**src/rtl/mux4_rr_arbiter.sv**
```systemverilog
// mux4_rr_arbiter: round-robin owner of a shared 4:1 mux, with a one-cycle gap between owners and a hold timer
module mux4_rr_arbiter #(
    parameter int MAX_HOLD = 8
) (
    input  logic       clk,
    input  logic       rst_n,
    input  logic [3:0] req,
    output logic [3:0] gnt,
    output logic       s0,
    output logic       s1,
    output logic       busy,
    output logic       expired
);
    typedef enum logic [1:0] {IDLE, OWN, GAP} state_t;
    localparam logic [7:0] LAST = 8'(MAX_HOLD - 1);
    state_t state, state_nx;
    logic [1:0] owner, owner_nx, ptr, ptr_nx, off, w;
    logic [7:0] hold, hold_nx, rr;
    logic exp_q, exp_nx;
    always_comb begin
        rr = {req, req} >> ptr;
        off = rr[0] ? 2'd0 : rr[1] ? 2'd1 : rr[2] ? 2'd2 : 2'd3;
        w = ptr + off;
        state_nx = state;
        owner_nx = owner;
        ptr_nx = ptr;
        hold_nx = hold;
        exp_nx = 1'b0;
        if (state == OWN) begin
            hold_nx = (hold == LAST) ? hold : hold + 8'd1;
            if (!req[owner]) state_nx = GAP;
            else if (hold == LAST) begin
                state_nx = GAP;
                exp_nx = 1'b1;
            end
        end else if (req != 4'b0) begin
            state_nx = OWN;
            owner_nx = w;
            ptr_nx = w + 2'd1;
            hold_nx = 8'd0;
        end else state_nx = IDLE;
    end
    always_ff @(posedge clk or negedge rst_n) begin
        if (!rst_n) begin
            state <= IDLE;
            owner <= 2'd0;
            ptr <= 2'd0;
            hold <= 8'd0;
            exp_q <= 1'b0;
        end else begin
            state <= state_nx;
            owner <= owner_nx;
            ptr <= ptr_nx;
            hold <= hold_nx;
            exp_q <= exp_nx;
        end
    end
    // selects follow the last owner so they stay stable through gaps and idle
    assign gnt = (state == OWN) ? 4'b0001 << owner : 4'b0000;
    assign {s1, s0} = owner;
    assign busy = (state == OWN);
    assign expired = exp_q;
endmodule
```
**config.mk**
```make
export PLATFORM = sky130hd
export DESIGN_NAME = mux4_rr_arbiter
export DESIGN_NICKNAME = d
export VERILOG_FILES = /design/src/rtl/mux4_rr_arbiter.sv
export SDC_FILE = /design/constraint.sdc
export NUM_CORES = 1
export LEC_CHECK = 0
export ABC_AREA = 0
export CAP_MARGIN = 30
export CORE_AREA = 2 2 45 47
export CTS_CLUSTER_DIAMETER = 60
export DETAILED_ROUTE_END_ITERATION = 8
export DIE_AREA = 0 0 47 49
export PLACE_DENSITY = 0.72
export REMOVE_ABC_BUFFERS = 1
export SYNTH_ARGS = -nofsm -noshare
export SYNTH_HDL_FRONTEND = slang
export SYNTH_SLANG_ARGS = --single-unit
```
**constraint.sdc**
```tcl
create_clock -name clk -period 3.05 [get_ports clk]
set_clock_uncertainty 0.1 [all_clocks]
set_input_delay 0.305 -clock clk [delete_from_list [all_inputs] [get_ports clk]]
set_output_delay 0.305 -clock clk [all_outputs]
set_load 0.01 [all_outputs]
```
==> metrics, run 1 <==
post-synthesis adder-cell area fraction 0.0292; area leader, netlist dfrtp_1; Compound-Gate Fraction of Synth Area 0.182; met1 usage 0.281; P_sw 0.000398 W; commonest cells in the netlist dfrtp_1, o21ai_0, nand2_1; Multi-input gate area approximately 460 µm²; DRC 0; min-delay worst type input pin to async pin; clk slew on worst S/H paths 90 ps; top cell type's share of synthesized area 0.437; largest family of logic cells by synthesized area simple AND/OR/NAND/NOR gates; Ant. Diodes 0; post-synthesis average cell area roughly 9.9 µm²; GRT busiest layer met1; synthesized flop and latch total 15; Worst setup endpoint gnt[3]; Clock Tree Buf Depth 2; Synth area leaders dfrtp_1, o21ai_0, nand2_1; final WL between 1500 and 2000 µm; Initial Utilization 0.466; Setup TNS Final 0 ps; GR Util met3 0.0259; mux contribution to synthesized area 0.0758; total of warnings raised by yosys 0; Die X ~47 µm; Die H 49 µm; Pwr Density around 930 nW/µm²; first-pass GRT wire length roughly 3200 µm; RePlAce Congestion around 0.9; Inserted Clock Buffers 3; Post-Synth Simple-Gate Area 0.213; Post-CTS Hold Buffers 0; Rel. slew slack 0.561; RR Endpoint ptr[1]; top-level port count 14; Startpoint Class flip-flop; power share of the combinational group 0.553; Fill cells around 170; Site Rows 16; number of max-slew violations in the final report 0; synth-to-layout area growth 22.6%; Reg2Reg Setup Slack about 880 ps; RSZ-0062 raised after global routing no; Worst Reg2Reg Path Length in Cells 8; CTS tree yes; post-CTS sizing 0; fmax between 0.4 and 0.5 GHz; die area about 2300 µm²; Main synth FF type dfrtp_1; Nets between 100 and 150; Post-Syn Area about 860 µm²; GRT Overall Usage 0.183; crit-path max FO 9; register area share after synthesis 0.437; vias in the first global route 701; Worst-Margin Slew ~660 ps; Int Pwr 0.000583 W; vias per cell roughly 5.5; CTS Root Cell clkbuf_4; total grt overflow 0; EDFF count, synth 0; cell count after synthesis 87; Seq pwr share 0.331; antenna-violating nets left 0; status completed; Max-Cap Viols 0; WP data arrival about 2000 ps; asr flop ratio synth 1.00; final setup vio count 0; initial antenna violation count 0; count leader, synth dfrtp_1; Min Hold Slack 323 ps; maximum vdd drop ~0.56 mV; final hold vios 0; post-layout util 0.571; clock share of power 0.115; Pre-antenna DRT Iters 4; post-synthesis xor/xnor area fraction 0.0408; Crit Path Class flip-flop to primary output; Critical R2R Launch ptr[0]; clk_lat worst skew 280 ps; final period utilization 0.791; met2 Resource Use GR 0.263; Clock Sinks 15; layout cells sized above 1 0.106; postcts setup bufs 0; critical path capture point type primary output; minimum clock period around 2400 ps; htree depth 1; hpwl dp approximately 1300 µm; PortBufs 13; WP data required between 2000 and 3000 ps; Leak approximately 0.44 nW; Worst Setup SP state[0]; wire length per cell about 13 µm; Netlist cell types 32; initial DRC count 7; vias between 700 and 800; switch share 0.406; largest net degree at the start of global routing 16; Core Area 1840 µm²; register area between 300 and 400 µm²
[metrics by stage]
step	power [W]	instances	setup slack, ps	cell area (µm²)
floorplan	0.000683	86	1000	855
global placement	0.000864	127	609	1030
detailed placement	0.000875	127	537	1030
CTS	0.000992	131	599	1050
global route	0.00107	131	475	1050
finish	0.000982	131	636	1050
[routing by layer]
metal  wire length [µm]  part of all wire  vias to the layer above
met4                  6            0.0035                        0
met5                  0                 0                        -
met3                 71             0.041                        2
li1                   -                 -                      353
met1                850              0.49                      350
met2                791              0.46                       15
[worst max-delay path, stage by stage, from the launching register on]
cell and delay, ps:
dfrtp_1 370, nand2b_1 240, clkinv_1 350, and3_1 290
clkdlybuf4s50_1 470
[power by group through the flow]
stage / clock network (W) / logic (W) / registers, W
floorplan: 0 / 0.000362 / 0.000321
global placement: 0 / 0.000536 / 0.000328
detailed placement: 0 / 0.000546 / 0.000329
CTS: 0.000119 / 0.000548 / 0.000325
global route: 0.000122 / 0.000610 / 0.000338
finish: 0.000113 / 0.000543 / 0.000325
[cell type report]
class	instances	area share
inverters	4	0.0143
repair buffers	14	0.131
flip-flops and latches	15	0.357
well taps	27	0.0321
clock buffers	4	0.0250
multi-input cells	67	0.441
[placed cells by master, fill, tap and decap left out, drive strengths merged, types with 2 or more instances in the layout]
cell type and n:
and2 2, mux2i 2, dfrtp 15, inv 3, nand2 8, nand2b 2
mux2 2, and3 3, xor2 2, nor2 5, o21ai 13, o211ai 2
xnor2 2, nand4 2, clkbuf 4, nor3 2, o31ai 3, nand3 5
nand3b 2, clkdlybuf4s50 13, ha 2
[registers in the layout, indices dropped and copies added (netlist names)]
name / cells
state: 2
expired: 1
owner: 2
hold: 8
ptr: 2
[cell families after synthesis]
logic type,Yosys count
AOI/OAI and AO/OA,22
xor gates and xnor gates,4
adders and majority gates,2
buffers and inverters,5
DFF,15
muxes,5
and+or+nand+nor,34
[worst min-delay path by stage]
stage / startpoint / to
after CTS: rst_n / state[1]
after global routing: rst_n / hold[6]
after detailed placement: hold[7] / hold[7]
after floorplan: rst_n / expired
after global placement: hold[7] / hold[7]
final: rst_n / state[1]
(Power assumes the default switching activity.)
==> inputs of run 2 (changes only) <==
--- a/config.mk
+++ b/config.mk
@@ -7,11 +7,11 @@
 export LEC_CHECK = 0
 export ABC_AREA = 0
 export CAP_MARGIN = 30
-export CORE_AREA = 2 2 45 47
+export CORE_AREA = 2 2 47 49
 export CTS_CLUSTER_DIAMETER = 60
 export DETAILED_ROUTE_END_ITERATION = 8
-export DIE_AREA = 0 0 47 49
-export PLACE_DENSITY = 0.72
+export DIE_AREA = 0 0 49 51
+export PLACE_DENSITY = 0.7
 export REMOVE_ABC_BUFFERS = 1
 export SYNTH_ARGS = -nofsm -noshare
 export SYNTH_HDL_FRONTEND = slang
==> constraint.sdc (replaced) <==
create_clock -name clk -period 2.16 [get_ports clk]
set_clock_uncertainty 0.1 [all_clocks]
set_input_delay 0.216 -clock clk [delete_from_list [all_inputs] [get_ports clk]]
set_output_delay 0.216 -clock clk [all_outputs]
set_load 0.01 [all_outputs]
==> run 2 against run 1 <==
Compared with the run above: combinational power grew 76%; sequential power grew 37%; power grew 59%; die area grew 8.5%.
==> metrics, run 2 (synthesis gave the netlist of run 1 again) <==
status completed; first-pass GRT wire length 3240 µm (+2.4%); PortBufs 13 (unchanged); Rel. slew slack 0.534 (-0.0270); final hold vios 0 (unchanged); Int Pwr 0.000953 W (+63%); Nets 124 (+9.7%); power share of the combinational group 0.611 (+0.058); most common cell after layout, fill and taps aside dfrtp_1; fmax between 0.4 and 0.5 GHz; Worst-Margin Slew 697 ps (+40.3 ps); final setup vio count 0 (unchanged); hpwl dp 1350 µm (+4.8%); number of max-slew violations in the final report 0 (unchanged); DRC 0 (unchanged); Max-Cap Viols 0 (unchanged); CP dominant cell by count buf_4; max FFs per register 8 (unchanged); top-level port count 14 (unchanged); final period utilization 0.943; CTS Root Cell clkbuf_4; clk_lat worst skew 280 ps (about the same); Leak 0.497 nW (+14%); post-layout instance area 1150 µm² (+8.9%); layout cells sized above 1 0.209 (+0.103); maximum vdd drop 0.912 mV (+63%); RePlAce Congestion 0.804 (-10%); critical path capture point type flip-flop; most frequent cells in the layout dfrtp_1, clkdlybuf4s50_1, buf_4; switch share 0.391 (-0.0152); WP data required 2230 ps (-410 ps); Pre-antenna DRT Iters 5 (+1); Die X 49 µm (+4.3%); Clock Sinks 15 (unchanged); minimum clock period around 2000 ps; total grt overflow 0 (unchanged); Reg2Reg Setup Slack 120 ps (-760 ps); min-delay worst type input pin to async pin; P_sw 0.000611 W (+53%); clock share of power 0.104 (-0.011); Seq pwr share 0.285 (-0.046); RSZ-0062 raised after global routing no; htree depth 1 (unchanged); Clock Tree Buf Depth 2 (unchanged); Inserted Clock Buffers 3 (unchanged); Top Family by Delay on Critical Path buffers and inverters; Ant. Diodes 0 (unchanged); final WL 1810 µm (+5.4%); Bufs and invs on worst path 3 (+1); initial DRC count 12 (+5); Area after DPL 1100 µm² (+7.4%); Startpoint Class flip-flop; Site Rows 17 (+1); wire length per cell 12.7 µm (-3.4%); die area 2500 µm² (+8.5%); vias per cell 5.27 (-4.2%); Initial Utilization 0.416 (-0.0500); CP peak stage delay 390 ps (-80 ps); initial antenna violation count 0 (unchanged); WP data arrival 2110 ps (+100 ps); Pwr Density 1370 nW/µm² (+46%); PnR Total Power 0.00156 W (+59%); largest register by flop count hold; crit-path max FO 6 (-3); dpl cells 138 (+8.7%); vias in the first global route 771 (+10%); Crit Path Class flip-flop to flip-flop; fin cells 143 (+9.2%); crit-path cells buf_4, buf_4, or3_1, o311ai_1, ha_1, buf_4, mux2_2; Die H 51 µm (+4.1%); largest net degree at the start of global routing 16 (unchanged); vias 753 (+4.6%); antenna-violating nets left 0 (unchanged); CTS tree yes; GRT Overall Usage 0.168 (-0.0143); Core Area 2060 µm² (+12%); clk slew on worst S/H paths 100 ps (about the same); Crit-path slowest cell dfrtp_1; Fill cells 195 (+17%); synth-to-layout area growth 33.5%
run 2: changes by cell type in the layout (fill, tap and decap cells not counted), sizes merged:
| cell | delta |
|---|---|
| buf | +11 |
run 2: final cells by class:
class                   count  area, µm²  area share
multi-input cells          67        474       0.414
flip-flops and latches     15        375       0.328
repair buffers             25        220       0.192
well taps                  28       35.0      0.0306
clock buffers               4       26.3      0.0229
inverters                   4       15.0      0.0131
run 2: power by group through the flow:
stage	sequential (W)	clock, W	combinational, W
after floorplan	0.000453	0	0.000511
after global placement	0.000449	0	0.000862
after detailed placement	0.000453	0	0.000889
after CTS	0.000446	0.000166	0.000897
after global routing	0.000462	0.000176	0.00106
final	0.000446	0.000163	0.000955
run 2: worst reg2reg max path, delay by kind of cell (launching register included):
kind	cells	cell delay, ps
buf+inv	3	430
compound gates	1	100
simple gates	1	340
flops	1	390
fa+ha+maj	1	320
mux	1	250
run 2: metrics by stage:
step / setup TNS [ps] / utilization / hold slack [ps] / worst slack (ps)
global placement: -140 / 0.534 / 378 / -74.7
CTS: 0 / 0.547 / 261 / 65.2
finish: 0 / 0.555 / 242 / 124
global route: 0 / 0.555 / 303 / 11.5
detailed placement: -347 / 0.534 / 387 / -173
floorplan: 0 / - / -180 / 111
run 2: worst paths after layout:
path                       depth (start not counted)    start        to
max in group asynchronous                          1    rst_n   hold[4]
min                                                1    rst_n   hold[5]
max                                                7   ptr[0]  owner[0]
min reg2reg                                        1  hold[7]   hold[7]
min in group clk                                   1  hold[7]   hold[7]
max reg2reg                                        7   ptr[0]  owner[0]
run 2: layer usage:
| layer | wire, µm | vias up | global-route usage |
|---|---|---|---|
| met5 | 0 | - | 0 |
| met4 | 19 | 0 | 0.0571 |
| met3 | 45 | 4 | 0.0380 |
| met2 | 870 | 11 | 0.281 |
| met1 | 876 | 363 | 0.217 |
| li1 | - | 375 | - |
run 2: timing repair:
action,in CTS,in global routing
hold buffers,0,0
resized for setup,0,5
buffers inserted,0,1
setup endpoints to repair,0,7
==> inputs of run 3 (changes only) <==
--- a/config.mk
+++ b/config.mk
@@ -11,6 +11,7 @@
 export CTS_CLUSTER_DIAMETER = 60
 export DETAILED_ROUTE_END_ITERATION = 8
 export DIE_AREA = 0 0 49 51
+export GPL_TIMING_DRIVEN = 0
 export PLACE_DENSITY = 0.7
 export REMOVE_ABC_BUFFERS = 1
 export SYNTH_ARGS = -nofsm -noshare
==> run 3 against run 2 <==
Compared with the run above: register-to-register slack worse by 40 ps; non-clock buffer count is 8 lower; sequential share of layout area is 1.8 points higher.
==> metrics, run 3 (synthesis gave the netlist of run 1 again) <==
status completed; Pre-antenna DRT Iters 4 (-1); Fill cells 203 (+4.1%); fin cells 135 (-5.6%); RePlAce Congestion 0.788 (-2.0%); final hold vios 0 (unchanged); vias in the first global route 694 (-10%); number of max-slew violations in the final report 0 (unchanged); maximum vdd drop 0.969 mV (+6.3%); Inserted Clock Buffers 3 (unchanged); final setup vio count 0 (unchanged); DRC 0 (unchanged); critical path capture point type flip-flop; max FFs per register 8 (unchanged); largest register by flop count hold; Nets 116 (-6.5%); Core Area 2060 µm² (unchanged); Clock Sinks 15 (unchanged); Crit Path Class input pin to flip-flop; GRT Overall Usage 0.157 (-0.0117); RSZ-0062 raised after global routing yes; Worst-Margin Slew 685 ps (-12.1 ps); hpwl dp 1280 µm (-4.7%); CP peak stage delay 600 ps (+210 ps); htree depth 1 (unchanged); CTS Root Cell clkbuf_4; die area 2500 µm² (unchanged); first-pass GRT wire length 3070 µm (-5.3%); final WL 1750 µm (-3.5%); Rel. slew slack 0.538 (+0.00451); clk_lat worst skew 280 ps (about the same); PnR Total Power 0.00151 W (-3.4%); WP data required 2200 ps (-30 ps); initial DRC count 7 (-5); PortBufs 13 (unchanged); minimum clock period 2070 ps (+37.5 ps); register area 377 µm² (+0.33%); synth-to-layout area growth 27.0%; Post-CTS Hold Buffers 0 (unchanged); Pwr Density 1390 nW/µm² (+1.6%); Multi-input gate area 474 µm² (unchanged); fmax 0.482 GHz (-1.8%); CTS tree yes; top-level port count 14 (unchanged); min-delay worst type input pin to async pin; Die H 51 µm (unchanged); most frequent cells in the layout dfrtp_1, clkdlybuf4s50_1, o21ai_0; final period utilization 0.960 (+0.0174); Clock Tree Buf Depth 2 (unchanged); WP data arrival 2110 ps (about the same); most common cell after layout, fill and taps aside dfrtp_1; layout cells sized above 1 0.168 (-0.0405); total grt overflow 0 (unchanged); clk slew on worst S/H paths 90 ps (about the same); initial antenna violation count 0 (unchanged); largest net degree at the start of global routing 16 (unchanged); Initial Utilization 0.416 (unchanged); vias 727 (-3.5%); Site Rows 17 (unchanged); antenna-violating nets left 0 (unchanged); Crit-path slowest cell clkdlybuf4s50_1; Die X 49 µm (unchanged); Max-Cap Viols 0 (unchanged); crit-path max FO 7 (+1); wire length per cell 13.0 µm (+2.2%); dpl cells 128 (-7.2%); Leak 0.462 nW (-7.0%); crit-path cells clkdlybuf4s50_1, nor2_1, mux2_2, o21ai_1, o311ai_1, ha_1, xnor2_2, xnor2_1, o21ai_0; Ant. Diodes 0 (unchanged); Startpoint Class input pin; vias per cell 5.39 (+2.3%)
## run 3: changes by cell type in the layout (fill, tap and decap cells not counted), sizes merged
cell | before | now
clkdlybuf4s50 | 13 | 11
buf | 12 | 4
dlygate4sd2 | 0 | 2
## run 3: path summary, 6_finish.rpt
path	start	cells after the start	end	slack (ps)
max	req[0]	9	ptr[1]	90
min	rst_n	1	hold[0]	240
max reg2reg	ptr[0]	8	ptr[1]	90
min reg2reg	hold[7]	1	hold[7]	400
max in group asynchronous	rst_n	1	ptr[0]	1240
min in group clk	hold[7]	1	hold[7]	400
## run 3: timing repair
item | in CTS | in global routing
endpoints found under the setup margin | 3 | 4
resized for setup | 7 | 3
setup buffers | 3 | 0
pin swaps | 1 | 1
## run 3: final cells by class
cell class | instances | area share
repair buffers | 17 | 0.145
well taps | 28 | 0.0321
flip-flops and latches | 15 | 0.346
inverters | 4 | 0.0184
clock buffers | 4 | 0.0241
multi-input cells | 67 | 0.435
## run 3: metal layers
layer	GRT usage	vias to the layer above	part of all wire
met1	0.207	354	0.48
met4	0.0286	0	0
met5	0	-	0
met2	0.265	11	0.48
met3	0.0380	0	0.037
li1	-	362	-
## run 3: worst max-delay path: cells and delay by family
kind,cells,cell delay [ps]
AO/OA/AOI/OAI,3,330
buffers and inverters,1,600
adder cells (fa/ha/maj),1,340
multiplexers,1,260
AND/OR/NAND/NOR,1,70
XOR/XNOR,2,290
## run 3: metrics by stage
step	hold slack [ps]	worst slack (ps)	TNS (ps)	cell area, µm²	utilization
2_1_floorplan	-180	111	0	855	-
3_3_place_gp	378	-301	-2250	1020	0.494
3_5_place_dp	383	-383	-817	1030	0.498
4_1_cts	269	28.4	0	1090	0.526
5_1_grt	304	-19.0	-19.0	1090	0.528
6_report	242	86.2	0	1090	0.528
## run 3: report_power, final
group / internal [W] / switching, W
registers: 0.000369 / 0.0000875
logic: 0.000465 / 0.000430
clock network: 0.0000715 / 0.0000891
